<file path="config.mk">
export PLATFORM = sky130hd
export DESIGN_NAME = schedm2
export DESIGN_NICKNAME = d
export VERILOG_FILES = /design/src/rtl/schedm2_pkg.sv /design/src/rtl/schedm2_wcnt.sv /design/src/rtl/schedm2.sv
export SDC_FILE = /design/constraint.sdc
export NUM_CORES = 1
export LEC_CHECK = 0
export ABC_AREA = 1
export CAP_MARGIN = 30
export CORE_ASPECT_RATIO = 1.1
export CORE_MARGIN = 2
export CORE_UTILIZATION = 25
export CTS_CLUSTER_SIZE = 40
export DETAILED_ROUTE_END_ITERATION = 10
export GPL_ROUTABILITY_DRIVEN = 1
export PLACE_DENSITY = 0.49
export SETUP_SLACK_MARGIN = 0.05
export SLEW_MARGIN = 25
export SYNTH_ARGS = -nofsm -noshare
export SYNTH_HDL_FRONTEND = slang
export SYNTH_SLANG_ARGS = --single-unit
</file>
<file path="constraint.sdc">
create_clock -name clk -period 5 [get_ports clk]
set_clock_uncertainty 0.05 [all_clocks]
set_input_delay 1 -clock clk [delete_from_list [all_inputs] [get_ports clk]]
set_output_delay 1 -clock clk [all_outputs]
set_load 0.005 [all_outputs]
</file>
<file path="src/rtl/schedm2_pkg.sv">
// schedm2 shared types: scheduler state codes.
// The state codes double as the clk_stat encoding.
package schedm2_pkg;

  typedef enum logic [2:0] {
    ST_F = 3'd0,
    ST_E = 3'd1,
    ST_M = 3'd2,
    ST_W = 3'd3,
    ST_H = 3'd4
  } state_t;

endpackage

</file>
<file path="src/rtl/schedm2_wcnt.sv">
// schedm2 wait-state counter: loadable down-counter.
// Load wins over decrement; decrement saturates at zero.
module schedm2_wcnt #(
  parameter int WIDTH = 4
) (
  input  logic             clk,
  input  logic             load,
  input  logic [WIDTH-1:0] din,
  input  logic             dec,
  output logic             zero
);

  logic [WIDTH-1:0] cnt;

  always_ff @(posedge clk) begin
    if (load)
      cnt <= din;
    else if (dec && !zero)
      cnt <= cnt - WIDTH'(1);
  end

  assign zero = (cnt == '0);

endmodule

</file>
<file path="src/rtl/schedm2.sv">
// schedm2: F/E/M/W phase scheduler with wait states,
// bus-ready handshake, memory-phase skip, debug halt/step.
module schedm2
  import schedm2_pkg::*;
#(
  parameter int WS_WIDTH  = 4,
  parameter int CNT_WIDTH = 32,
  parameter int USE_READY = 1,
  parameter int SKIP_MEM  = 1
) (
  input  logic                 clk,
  input  logic                 reset,
  input  logic                 mbus_ready,
  input  logic                 need_mem,
  input  logic [WS_WIDTH-1:0]  ws_fetch,
  input  logic [WS_WIDTH-1:0]  ws_mem,
  input  logic                 halt,
  input  logic                 step,
  output logic                 phf,
  output logic                 phe,
  output logic                 phm,
  output logic                 phw,
  output logic                 ph_last,
  output logic                 stall,
  output logic                 halted,
  output logic [2:0]           clk_stat,
  output logic [CNT_WIDTH-1:0] cycle_cnt,
  output logic [CNT_WIDTH-1:0] instr_cnt
);

  state_t              state;
  state_t              nxt;
  logic                mem_flag;
  logic                zero;
  logic                ready_ok;
  logic                done;
  logic                wload;
  logic                wdec;
  logic [WS_WIDTH-1:0] wdin;

  assign ready_ok = (USE_READY == 0) || mbus_ready;

  // A forced M visit (no memory access) ignores the bus.
  always_comb begin
    done = 1'b0;
    unique case (state)
      ST_F:    done = zero && ready_ok;
      ST_E:    done = 1'b1;
      ST_M:    done = zero && (ready_ok || !mem_flag);
      ST_W:    done = 1'b1;
      default: done = 1'b0;
    endcase
  end

  assign ph_last = done;
  assign stall   = ((state == ST_F) || (state == ST_M))
                   && !done;

  always_comb begin
    nxt = state;
    unique case (state)
      ST_F: if (done) nxt = ST_E;
      ST_E: begin
        if (need_mem || (SKIP_MEM == 0))
          nxt = ST_M;
        else
          nxt = ST_W;
      end
      ST_M: if (done) nxt = ST_W;
      ST_W: nxt = halt ? ST_H : ST_F;
      ST_H: if (!halt || step) nxt = ST_F;
      default: nxt = ST_F;
    endcase
  end

  always_comb begin
    wload = reset || (state == ST_E)
            || (((state == ST_W) || (state == ST_H))
                && (nxt == ST_F));
    wdin  = ws_fetch;
    if (!reset && (state == ST_E))
      wdin = need_mem ? ws_mem : '0;
    wdec  = !reset && !zero
            && ((state == ST_F) || (state == ST_M));
  end

  schedm2_wcnt #(
    .WIDTH (WS_WIDTH)
  ) u_wcnt (
    .clk  (clk),
    .load (wload),
    .din  (wdin),
    .dec  (wdec),
    .zero (zero)
  );

  always_ff @(posedge clk) begin
    if (reset) begin
      state     <= ST_F;
      mem_flag  <= 1'b0;
      phf       <= 1'b1;
      phe       <= 1'b0;
      phm       <= 1'b0;
      phw       <= 1'b0;
      halted    <= 1'b0;
      clk_stat  <= ST_F;
      cycle_cnt <= '0;
      instr_cnt <= '0;
    end else begin
      state    <= nxt;
      phf      <= (nxt == ST_F);
      phe      <= (nxt == ST_E);
      phm      <= (nxt == ST_M);
      phw      <= (nxt == ST_W);
      halted   <= (nxt == ST_H);
      clk_stat <= nxt;
      if (state == ST_E)
        mem_flag <= need_mem;
      if (state != ST_H)
        cycle_cnt <= cycle_cnt + CNT_WIDTH'(1);
      if (state == ST_W)
        instr_cnt <= instr_cnt + CNT_WIDTH'(1);
    end
  end

endmodule
</file>
# Word-level counts from Yosys, hierarchy flattened
# Cells that the tools add are included.
# totals
out_inout_bits,74
word_cells,57
regBits,77
in_bits,14
# op_classes
muxes,11
n_eq_ne,9
n_reduce_logical,24
add_sub_neg,3
# ops
operator,n
32-bit by 1-bit adder with 32-bit output (second input constant),2
4-bit two-way mux,4
3-bit one-hot mux with 5 select lines,1
3-bit by 2-bit equality test with 1-bit output (second input constant),4
3-bit two-way mux,4
1-bit logical AND,8
3-bit by 1-bit equality test with 1-bit output (second input constant),2
3-bit equality test (second input constant),2
3-bit logical NOT,2
1-bit logical OR,6
1-bit logical NOT,5
4-bit logical NOT,1
4-bit by 1-bit subtractor with 4-bit output (second input constant),1
3-bit != test (second input constant),1
1-bit one-hot mux with 3 select lines,1
2-bit nonzero test,1
2-bit OR reduction,1
1-bit two-way mux,1

# Logic depth before layout (Yosys ltp)
# Gate-level depths: netlist of the first run.
# depth
depth_word,10
ltp_mapped,10
mapped_depth_nobuf,10

# Cells and area by module
# Synthesis of the first run repeated with hierarchy kept, for this count alone.
# unflattened
hier_cells,731
area_unflattened_um2,4418.0
# modules_own_cells
module,seq_area_each_um2,area_each_um2,n_inst,cells_per_inst
schedm2,1461.4,4184.0,1,703
schedm2_wcnt,120.1,234.0,1,28

# Worst setup path before layout of the first run
# Ideal clock, no wire load.
# synth_timing
path_type,input to output
from,in mbus_ready
to,out stall
required_ns,3.950
path_stages,5
setup_slack_ns,2.513
arrival_time_ns,1.437
n_path_buf,0
cell_sequence,inv_1 nand2_1 nand3_1 o21ai_0 nor2_1
# synth_between
elab_chain_len,5
word_cells_on_any_way,6
cone_classes,1 x mux; 5 x reduce/logical
# synth_lines
element,line_no,rtl
"start, declared",schedm2.sv:13,"input logic mbus_ready,"
1-bit logical OR,schedm2.sv:49,ST_M: done = zero && (ready_ok || !mem_flag);
1-bit logical AND,schedm2.sv:49,
1-bit one-hot mux with 3 select lines *,schedm2.sv:46,unique case (state)
via ph_last,schedm2.sv:23,"output logic ph_last,"
1-bit logical NOT *,schedm2.sv:57,&& !done;
1-bit logical AND *,schedm2.sv:57,
"end, declared",schedm2.sv:24,"output logic stall,"
# Mark *: on every way through the listed nets, which the timed path passes. The rest lies on a longest branch.

# Worst setup path after layout of the first run
# layout_timing
from,in mbus_ready
to,out ph_last
# layout_between
elab_chain_len,3
word_cells_on_any_way,4
cone_classes,1 x mux; 3 x reduce/logical
# layout_lines
element,line_no
1-bit logical OR,schedm2.sv:49
1-bit logical AND,schedm2.sv:49
1-bit one-hot mux with 3 select lines *,schedm2.sv:46
"end, declared",schedm2.sv:23
# Mark *: on every way between the ends. The rest lies on a longest branch, timed or not.

==> results of run 1 <==
## worst reg2reg max path: stages, from the launching register on
cell	delay, ns
dfxtp_1	0.47
nand3_1	0.72
nand2_1	0.34
nand4_2	0.22
o211ai_1	0.26
## synthesized netlist by cell type
library cell,n,area (sq um)
a21oi_1,52,260.3
a21oi_2,1,8.760
a31oi_1,3,18.77
buf_1,1,3.750
buf_2,3,15.01
buf_4,1,7.510
clkbuf_1,9,33.78
dfxtp_1,73,1461
edfxtp_1,4,120.1
ha_1,3,37.54
inv_1,58,217.7
inv_2,1,3.750
nand2_1,295,1107
nand2_2,7,43.79
nand3_1,21,105.1
nand3_2,1,10.01
nand3_4,2,35.03
nand3b_1,24,180.2
nand4_1,7,43.79
nand4_2,1,12.51
nor2_1,133,499.2
nor2_2,4,25.02
nor2_4,5,56.30
nor3_1,6,30.03
nor3_4,2,32.53
o211ai_1,1,7.510
o21a_1,1,7.510
o21ai_0,18,90.09
or2_1,1,6.260
xnor2_1,2,17.52
xor2_1,10,87.58
## routing by layer
metal	routed length [um]	up-vias
li1	-	2539
met1	6533	2044
met2	6378	80
met3	412	17
met4	274	0
met5	0	-
## final timing paths
check,from,end,cells past startpoint
max,mbus_ready,ph_last,6
min,mem_flag,mem_flag,2
max reg2reg,state[1],u_wcnt.cnt[0],4
min reg2reg,mem_flag,mem_flag,2
## per-stage QoR
step           hold slack, ns  utilization (%)  power, mW  cell area, sq um  cells
2_1_floorplan          0.3776                -     0.7688              4586    750
3_3_place_gp           0.3955            31.88     0.8324              5697   1062
3_5_place_dp           0.4022            31.88     0.8316              5697   1062
4_1_cts                0.4105            33.34      1.439              5957   1077
5_1_grt                0.4276            33.34      1.487              5957   1077
6_report               0.4082            33.34      1.420              5957   1077
## kinds of logic (layout without fill, tap and decap cells)
| kind of cell | count (synthesis) | after routing | synth area share [%] |
|---|---|---|---|
| XOR/XNOR | 12 | 12 | 2.292 |
| flip-flops | 77 | 77 | 34.49 |
| adder cells (fa/ha/maj) | 3 | 3 | 0.8186 |
| AND/OR/NAND/NOR | 509 | 509 | 47.69 |
| buffers and inverters | 73 | 162 | 6.139 |
| AO/OA/AOI/OAI | 76 | 76 | 8.568 |
## final cells by class
| type | instances | area (sq um) |
|---|---|---|
| fill | 1973 | 11910 |
| multi-input combinational | 600 | 2723 |
| sequential | 77 | 1582 |
| timing repair buffer | 88 | 873.3 |
| tap | 238 | 297.8 |
| clock buffer | 13 | 250.2 |
| inverter | 59 | 221.5 |
| clock inverter | 2 | 10.01 |
## power groups by stage
stage | Sequential, mW | Combinational [mW] | Clock [mW]
floorplan | 0.676 | 0.0931 | 0
global placement | 0.678 | 0.155 | 0
detailed placement | 0.678 | 0.154 | 0
CTS | 0.664 | 0.155 | 0.619
global route | 0.667 | 0.173 | 0.647
finish | 0.664 | 0.153 | 0.603
## state kept, by name (all words and copies together), names as in the netlist, 3 cells and up
signal,flops
cycle_cnt,32
instr_cnt,32
u_wcnt.cnt,4
state,3
==> flow_summary.toml, run 1 <==
[floorplanning]
core_region_area_sq_mm = 0.01787
die-area_sq_mm = 0.01944
fp-row-count = 51
die_w_um = 133.1
num_io_pins = 88
die_height_um = 146.0
start_util_pct = 25.67

[power]
peakVddDrop_mv = 0.1659
pwr-share-comb_pct = 10.8
pwr-share-seq_pct = 46.8
power.share.clock_pct = 42.4
p_int_mw = 1.065
power.density_mw_per_mm2 = 238.4
power.switching_mw = 0.3554
total_leakage_power_nw = 2.067
swShare_pct = 25.02

[route]
wl_um = 13600
first_pass_iters = 4
viasPerCell = 4.345
ant_nets = 0
detail_route.iter0.violations = 216
wl_per_cell_um = 12.63
drc_errors = 0
vias = 4680

[outcome]
status = "complete, no violations"

[sta]
max_slew_margin_pct = 37.60
layout_worst_path_cycle_share_pct = 68.44
setup_ws_ns = 1.578
hold_viol_final = 0
slew_viol_final = 0
worst_pin_slew_ns = 0.9333
max_freq_mhz = 292.2
rsz0062_at_grt = "no"
setup_viol = 0
fin_setup_tns_ns = 0
finalCriticalPeriod_ns = 3.422

[finish]
diodes = 0
nets = 852
area_growth_pct = 29.90
final_common_cell = "nand2_1"
final_layout_size_suffix_gt1_share_pct = 4.529
layout_common_cells = "295 x nand2_1, 133 x nor2_1, 86 x clkdlybuf4s50_1, 73 x dfxtp_1, 58 x inv_1"

[clock_tree]
cts_setup_buffers = 0
clkLatencyLatePin_ns = 0.35
h-tree-depth = 3
post_cts_resized = 0
cts_made_buffers = 9
cts-root-buf = "clkbuf_16"
cts_tree = "built"
cts.clk_slew.worst_paths_ns = 0.06
cts.path.max_buffers = 2
ctsHoldBuffers = 0
cts.sinks = 77

[critical_path]
critPathLaunchType = "primary input"
cp_top_family = "buffers and inverters"
cp-end-kind = "primary output"
cp_cell_sequence = "clkdlybuf4s50_1 > inv_1 > nand2_1 > nand3_1 > o21ai_0 > clkdlybuf4s50_1"
crit_fanout = 3
cp.arrival_ns = 2.37
critPathMostFrequentCell = "clkdlybuf4s50_1"
cpPeakStageDelay_ns = 0.56
worst-r2r-setup-slack_ns = 2.59
cp.required_ns = 3.95
cpMaxStageDelayCell = "clkdlybuf4s50_1"
crit_type = "in2out"
worst-path-buf-inv = 3

[grt]
top_usage_layer = "met2"
met2_usage_pct = 24.02
grt_pass1_vias = 4408
grt_use_met3_pct = 2.431
gr-usage-met1_pct = 18.12
antenna_found_initial = 0
grt_overflow = 0
globalRouteTotalUtil_pct = 14.29
grt_pass1_wl_um = 22370
grt_max_degree = 49

[yosys]
syn_inst = 750
syn_area_sq_mm = 0.004586
syn_nets = 767
synth_warnings = 0
synthDistinctLibCells = 31
syn_avg_cell_area_sq_um = 6.114
ys_ff_latch = 77
yosysSeqAreaShare_pct = 34.49

[job]
cap_violations = 0

[placed_design]
port_buffers = 87
pre_cts_slack_ns = 1.579
gp_congestion = 0.8583
dp_hpwl_um = 10170

[hold_path]
hold_path.class = "reg2reg"
(Power assumes the default switching activity.)
==> run 2: changes to the inputs <==
==> constraint.sdc (replaced) <==
create_clock -name clk -period 3.55 [get_ports clk]
set_clock_uncertainty 0.05 [all_clocks]
set_input_delay 0.71 -clock clk [delete_from_list [all_inputs] [get_ports clk]]
set_output_delay 0.71 -clock clk [all_outputs]
set_load 0.005 [all_outputs]
==> run 2 against run 1 <==
Against the previous run: clock power rose by 57%; combinational power rose by 46%; setup slack got worse by 0.88 ns; worst hold slack got worse by 0.0019 ns; largest power group is now the clock network; count of clock-buffer cells in the layout did not move; cell count rose by 0.28%; critical path depth rose by 1.
==> flow_summary.toml, run 2 (same netlist as run 1, synthesis figures left out) <==
[outcome]
status = "complete, no violations"

[route]
first_pass_iters = 4
wl_um = 13890
drc_errors = 0
viasPerCell = 4.436
ant_nets = 0
detail_route.iter0.violations = 189
wl_per_cell_um = 12.86
vias = 4791

[clock_tree]
cts-root-buf = "clkbuf_16"
clkLatencyLatePin_ns = 0.34
cts_tree = "built"
h-tree-depth = 3
ctsHoldBuffers = 0
cts.path.max_buffers = 2
post_cts_resized = 0
cts.clk_slew.worst_paths_ns = 0.06
cts.sinks = 77
cts_setup_buffers = 0
cts_made_buffers = 9

[finish]
multi_input_area_sq_mm = 0.002723
seqCellArea_sq_mm = 0.001582
diodes = 0
layout.cells.non_filler = 1080
reg.largest.list = "cycle_cnt (32), instr_cnt (32), u_wcnt.cnt (4)"
finish.instance_area_sq_mm = 0.006007
area_growth_pct = 31.00
nets = 854
final_common_cell = "nand2_1"
final_layout_size_suffix_gt1_share_pct = 4.869
nFillCells = 2004
fin_util_pct = 33.62
layout_common_cells = "295 x nand2_1, 133 x nor2_1, 86 x clkdlybuf4s50_1, 73 x dfxtp_1, 58 x inv_1"

[sta]
slew_viol_final = 0
max_slew_margin_pct = 57.16
max_freq_mhz = 350.2
layout_worst_path_cycle_share_pct = 80.43
hold_viol_final = 0
worst_pin_slew_ns = 0.6419
setup_viol = 0
fin_setup_tns_ns = 0
finalCriticalPeriod_ns = 2.855
rsz0062_at_grt = "no"
hold_slack_ns = 0.4062

[critical_path]
cpPeakStageDelay_ns = 0.56
critPathLaunchType = "register"
cp.required_ns = 2.79
cp_top_family = "buffers and inverters"
worst-path-buf-inv = 2
cp.arrival_ns = 2.10
crit_fanout = 3
cp_cell_sequence = "inv_1 > ha_1 > nand2_1 > nor2_1 > nand3_1 > o21ai_0 > clkdlybuf4s50_1"
crit_type = "reg2out"
cpMaxStageDelayCell = "clkdlybuf4s50_1"
cp-end-kind = "primary output"

[placed_design]
dp_cells = 1064
post_dp_cell_area_sq_mm = 0.005712
dp_hpwl_um = 10410
gp_congestion = 0.8760
port_buffers = 87

[job]
cap_violations = 0

[grt]
grt_pass1_wl_um = 23100
grt_overflow = 0
globalRouteTotalUtil_pct = 14.78
grt_max_degree = 35
antenna_found_initial = 0
grt_pass1_vias = 4566

[floorplanning]
fp-row-count = 51
die_height_um = 146.0
die-area_sq_mm = 0.01944
start_util_pct = 25.67
core_region_area_sq_mm = 0.01787
num_io_pins = 88
die_w_um = 133.1

[power]
power.density_mw_per_mm2 = 350.0
total_leakage_power_nw = 2.082
peakVddDrop_mv = 0.2039

[hold_path]
hold_path.class = "reg2reg"
-- run 2: changes by cell type in the layout (fill, tap and decap cells not counted), sizes merged --
| cell | delta |
|---|---|
| buf | +2 |
| clkinvlp | +2 |
| clkinv | -2 |
| bufinv | +1 |
-- run 2: area by class of cell --
type | count | share of cell area, %
flip-flops and latches | 77 | 26.33
clock buffers | 13 | 4.166
clock inverters | 3 | 0.7498
multi-input cells | 600 | 45.32
repair buffers | 90 | 14.79
inverters | 59 | 3.687
well taps | 238 | 4.957
-- run 2: per-stage QoR --
step	power [mW]	worst slack [ns]
6_report	2.102	0.6949
5_1_grt	2.210	0.5224
4_1_cts	2.135	0.6849
3_5_place_dp	1.176	0.7174
3_3_place_gp	1.176	0.7253
2_1_floorplan	1.083	1.643
-- run 2: worst reg2reg max path, cell delays in order (launching register included) --
cell	delay, ns
dfxtp_1	0.47
nand2_2	0.10
nor2_4	0.45
nand2_1	0.17
nand2_1	0.11
nor2_1	0.06
nand4_2	0.13
o211ai_1	0.21
-- run 2: final timing paths --
kind	start	end	slack, ns	depth (start not counted)
setup reg to reg	state[1]	u_wcnt.cnt[0]	1.52	7
hold / removal	mem_flag	mem_flag	0.41	2
setup / recovery	u_wcnt.cnt[0]	ph_last	0.69	7
hold reg to reg	mem_flag	mem_flag	0.41	2
-- run 2: power breakdown --
part | switching, mW | internal [mW] | total (mW)
clock network | 0.380 | 0.565 | 0.945
registers | 0.0204 | 0.914 | 0.935
logic | 0.123 | 0.0997 | 0.223
-- run 2: routing by layer --
metal  vias to the layer above  wire [um]  global-route usage [%]
met5                         -          0                       0
li1                       2548          -                       -
met4                         0        312                   6.117
met2                       102       6697                   26.04
met1                      2124       6358                   17.73
met3                        17        519                   2.569
==> run 3: changes to the inputs <==
--- a/config.mk
+++ b/config.mk
@@ -13,7 +13,7 @@
 export CTS_CLUSTER_SIZE = 40
 export DETAILED_ROUTE_END_ITERATION = 10
 export GPL_ROUTABILITY_DRIVEN = 1
-export PLACE_DENSITY = 0.49
+export PLACE_DENSITY = 0.51
 export SETUP_SLACK_MARGIN = 0.05
 export SLEW_MARGIN = 25
 export SYNTH_ARGS = -nofsm -noshare
==> constraint.sdc (replaced) <==
create_clock -name clk -period 2.5 [get_ports clk]
set_clock_uncertainty 0.05 [all_clocks]
set_input_delay 0.5 -clock clk [delete_from_list [all_inputs] [get_ports clk]]
set_output_delay 0.5 -clock clk [all_outputs]
set_load 0.005 [all_outputs]
==> run 3 against run 2 <==
Against the previous run: setup slack got worse by 0.36 ns; sequential power rose by 42%; non-clock buffer count up 7; via count is 1.0% higher; flip-flop and latch count is the same.
==> flow_summary.toml, run 3 (same netlist as run 1, synthesis figures left out) <==
[grt]
antenna_found_initial = 0
grt_overflow = 0
grt_pass1_vias = 4650
globalRouteTotalUtil_pct = 14.63
grt_pass1_wl_um = 22980
top_usage_layer = "met2"
grt_use_met3_pct = 2.257
gr-usage-met1_pct = 17.91
met2_usage_pct = 25.39
grt_max_degree = 39

[route]
drc_errors = 0
first_pass_iters = 4
detail_route.iter0.violations = 181
vias = 4839
wl_um = 13820
ant_nets = 0
viasPerCell = 4.452
wl_per_cell_um = 12.71

[clock_tree]
cts.path.max_buffers = 2
ctsHoldBuffers = 0
cts_made_buffers = 9
clkLatencyLatePin_ns = 0.35
cts.sinks = 77
cts.clk_slew.worst_paths_ns = 0.07
cts-root-buf = "clkbuf_16"
cts_tree = "built"
h-tree-depth = 3

[power]
swShare_pct = 25.36
power.share.clock_pct = 45.0
pwr-share-comb_pct = 10.9
power_mw = 3.009
peakVddDrop_mv = 0.3054
power.switching_mw = 0.7631
p_int_mw = 2.246
power.density_mw_per_mm2 = 494.5
pwr-share-seq_pct = 44.1
total_leakage_power_nw = 2.136

[placed_design]
post_dp_cell_area_sq_mm = 0.005757
gp_congestion = 0.9081
pre_cts_slack_ns = 0.1429
dp_cells = 1070
dp_hpwl_um = 10440
port_buffers = 87

[finish]
reg.largest.list = "cycle_cnt (32), instr_cnt (32), u_wcnt.cnt (4)"
layout.cells.non_filler = 1087
diodes = 0
area_growth_pct = 32.69
final_layout_size_suffix_gt1_share_pct = 6.478
finish.instance_area_sq_mm = 0.006085
layout_common_cells = "295 x nand2_1, 132 x nor2_1, 84 x clkdlybuf4s50_1, 73 x dfxtp_1, 57 x inv_1"
fin_util_pct = 34.05
final_common_cell = "nand2_1"
nets = 861

[sta]
max_slew_margin_pct = 69.05
setup_viol = 0
rsz0062_at_grt = "no"
max_freq_mhz = 462.5
setup_ws_ns = 0.3378
worst_pin_slew_ns = 0.4643
hold_viol_final = 0
layout_worst_path_cycle_share_pct = 86.49
finalCriticalPeriod_ns = 2.162
hold_slack_ns = 0.4133
fin_setup_tns_ns = 0
slew_viol_final = 0

[floorplanning]
die_w_um = 133.1
num_io_pins = 88
die-area_sq_mm = 0.01944
start_util_pct = 25.67
fp-row-count = 51
die_height_um = 146.0
core_region_area_sq_mm = 0.01787

[critical_path]
crit_type = "reg2out"
critPathLaunchType = "register"
cp.required_ns = 1.95
cp-end-kind = "primary output"
cpPeakStageDelay_ns = 0.37
cp.arrival_ns = 1.61
cp_cell_sequence = "inv_2 > ha_2 > nand2_1 > nor2_2 > nand3_2 > o21ai_2 > dlygate4sd2_1"
crit_fanout = 3
cpMaxStageDelayCell = "edfxtp_1"

[hold_path]
hold_path.class = "reg2reg"

[outcome]
status = "complete, no violations"

[job]
cap_violations = 0
run 3: critical path, delay by kind of cell, from the launching register on:
kind                       cells  cell delay [ns]
and+or+nand+nor                3             0.31
AOI/OAI and AO/OA              1             0.08
buffers and inverters          2             0.33
adders and majority gates      1             0.18
DFF                            1             0.37
run 3: layer usage:
layer | part of all wire (%) | vias to the layer above
li1 | - | 2553
met1 | 46 | 2171
met2 | 48 | 91
met3 | 3.4 | 24
met4 | 2.9 | 0
met5 | 0 | -
run 3: path summary, 6_finish.rpt:
kind	startpoint	endpoint	slack, ns	depth (start not counted)
max	u_wcnt.cnt[0]	ph_last	0.34	7
min	mem_flag	mem_flag	0.41	2
max reg2reg	state[2]	u_wcnt.cnt[0]	0.63	6
min reg2reg	mem_flag	mem_flag	0.41	2
run 3: cell type report:
| class | count | area (sq um) |
|---|---|---|
| sequential | 77 | 1582 |
| fill | 2002 | 11780 |
| clock inverter | 4 | 26.28 |
| inverter | 59 | 221.5 |
| tap | 238 | 297.8 |
| multi-input combinational | 600 | 2736 |
| clock buffer | 12 | 279.0 |
| timing repair buffer | 97 | 942.2 |
run 3: power by group through the flow:
stage | clock [mW] | combinational, mW | sequential (mW)
finish | 1.35 | 0.327 | 1.33
global route | 1.45 | 0.370 | 1.34
CTS | 1.40 | 0.322 | 1.33
detailed placement | 0 | 0.315 | 1.35
global placement | 0 | 0.322 | 1.35
floorplan | 0 | 0.186 | 1.35
run 3: timing repair:
item	CTS	global route
gates resized for setup	6	2
endpoints found under the setup margin	2	1
buffers inserted	0	1
pin swaps	0	1
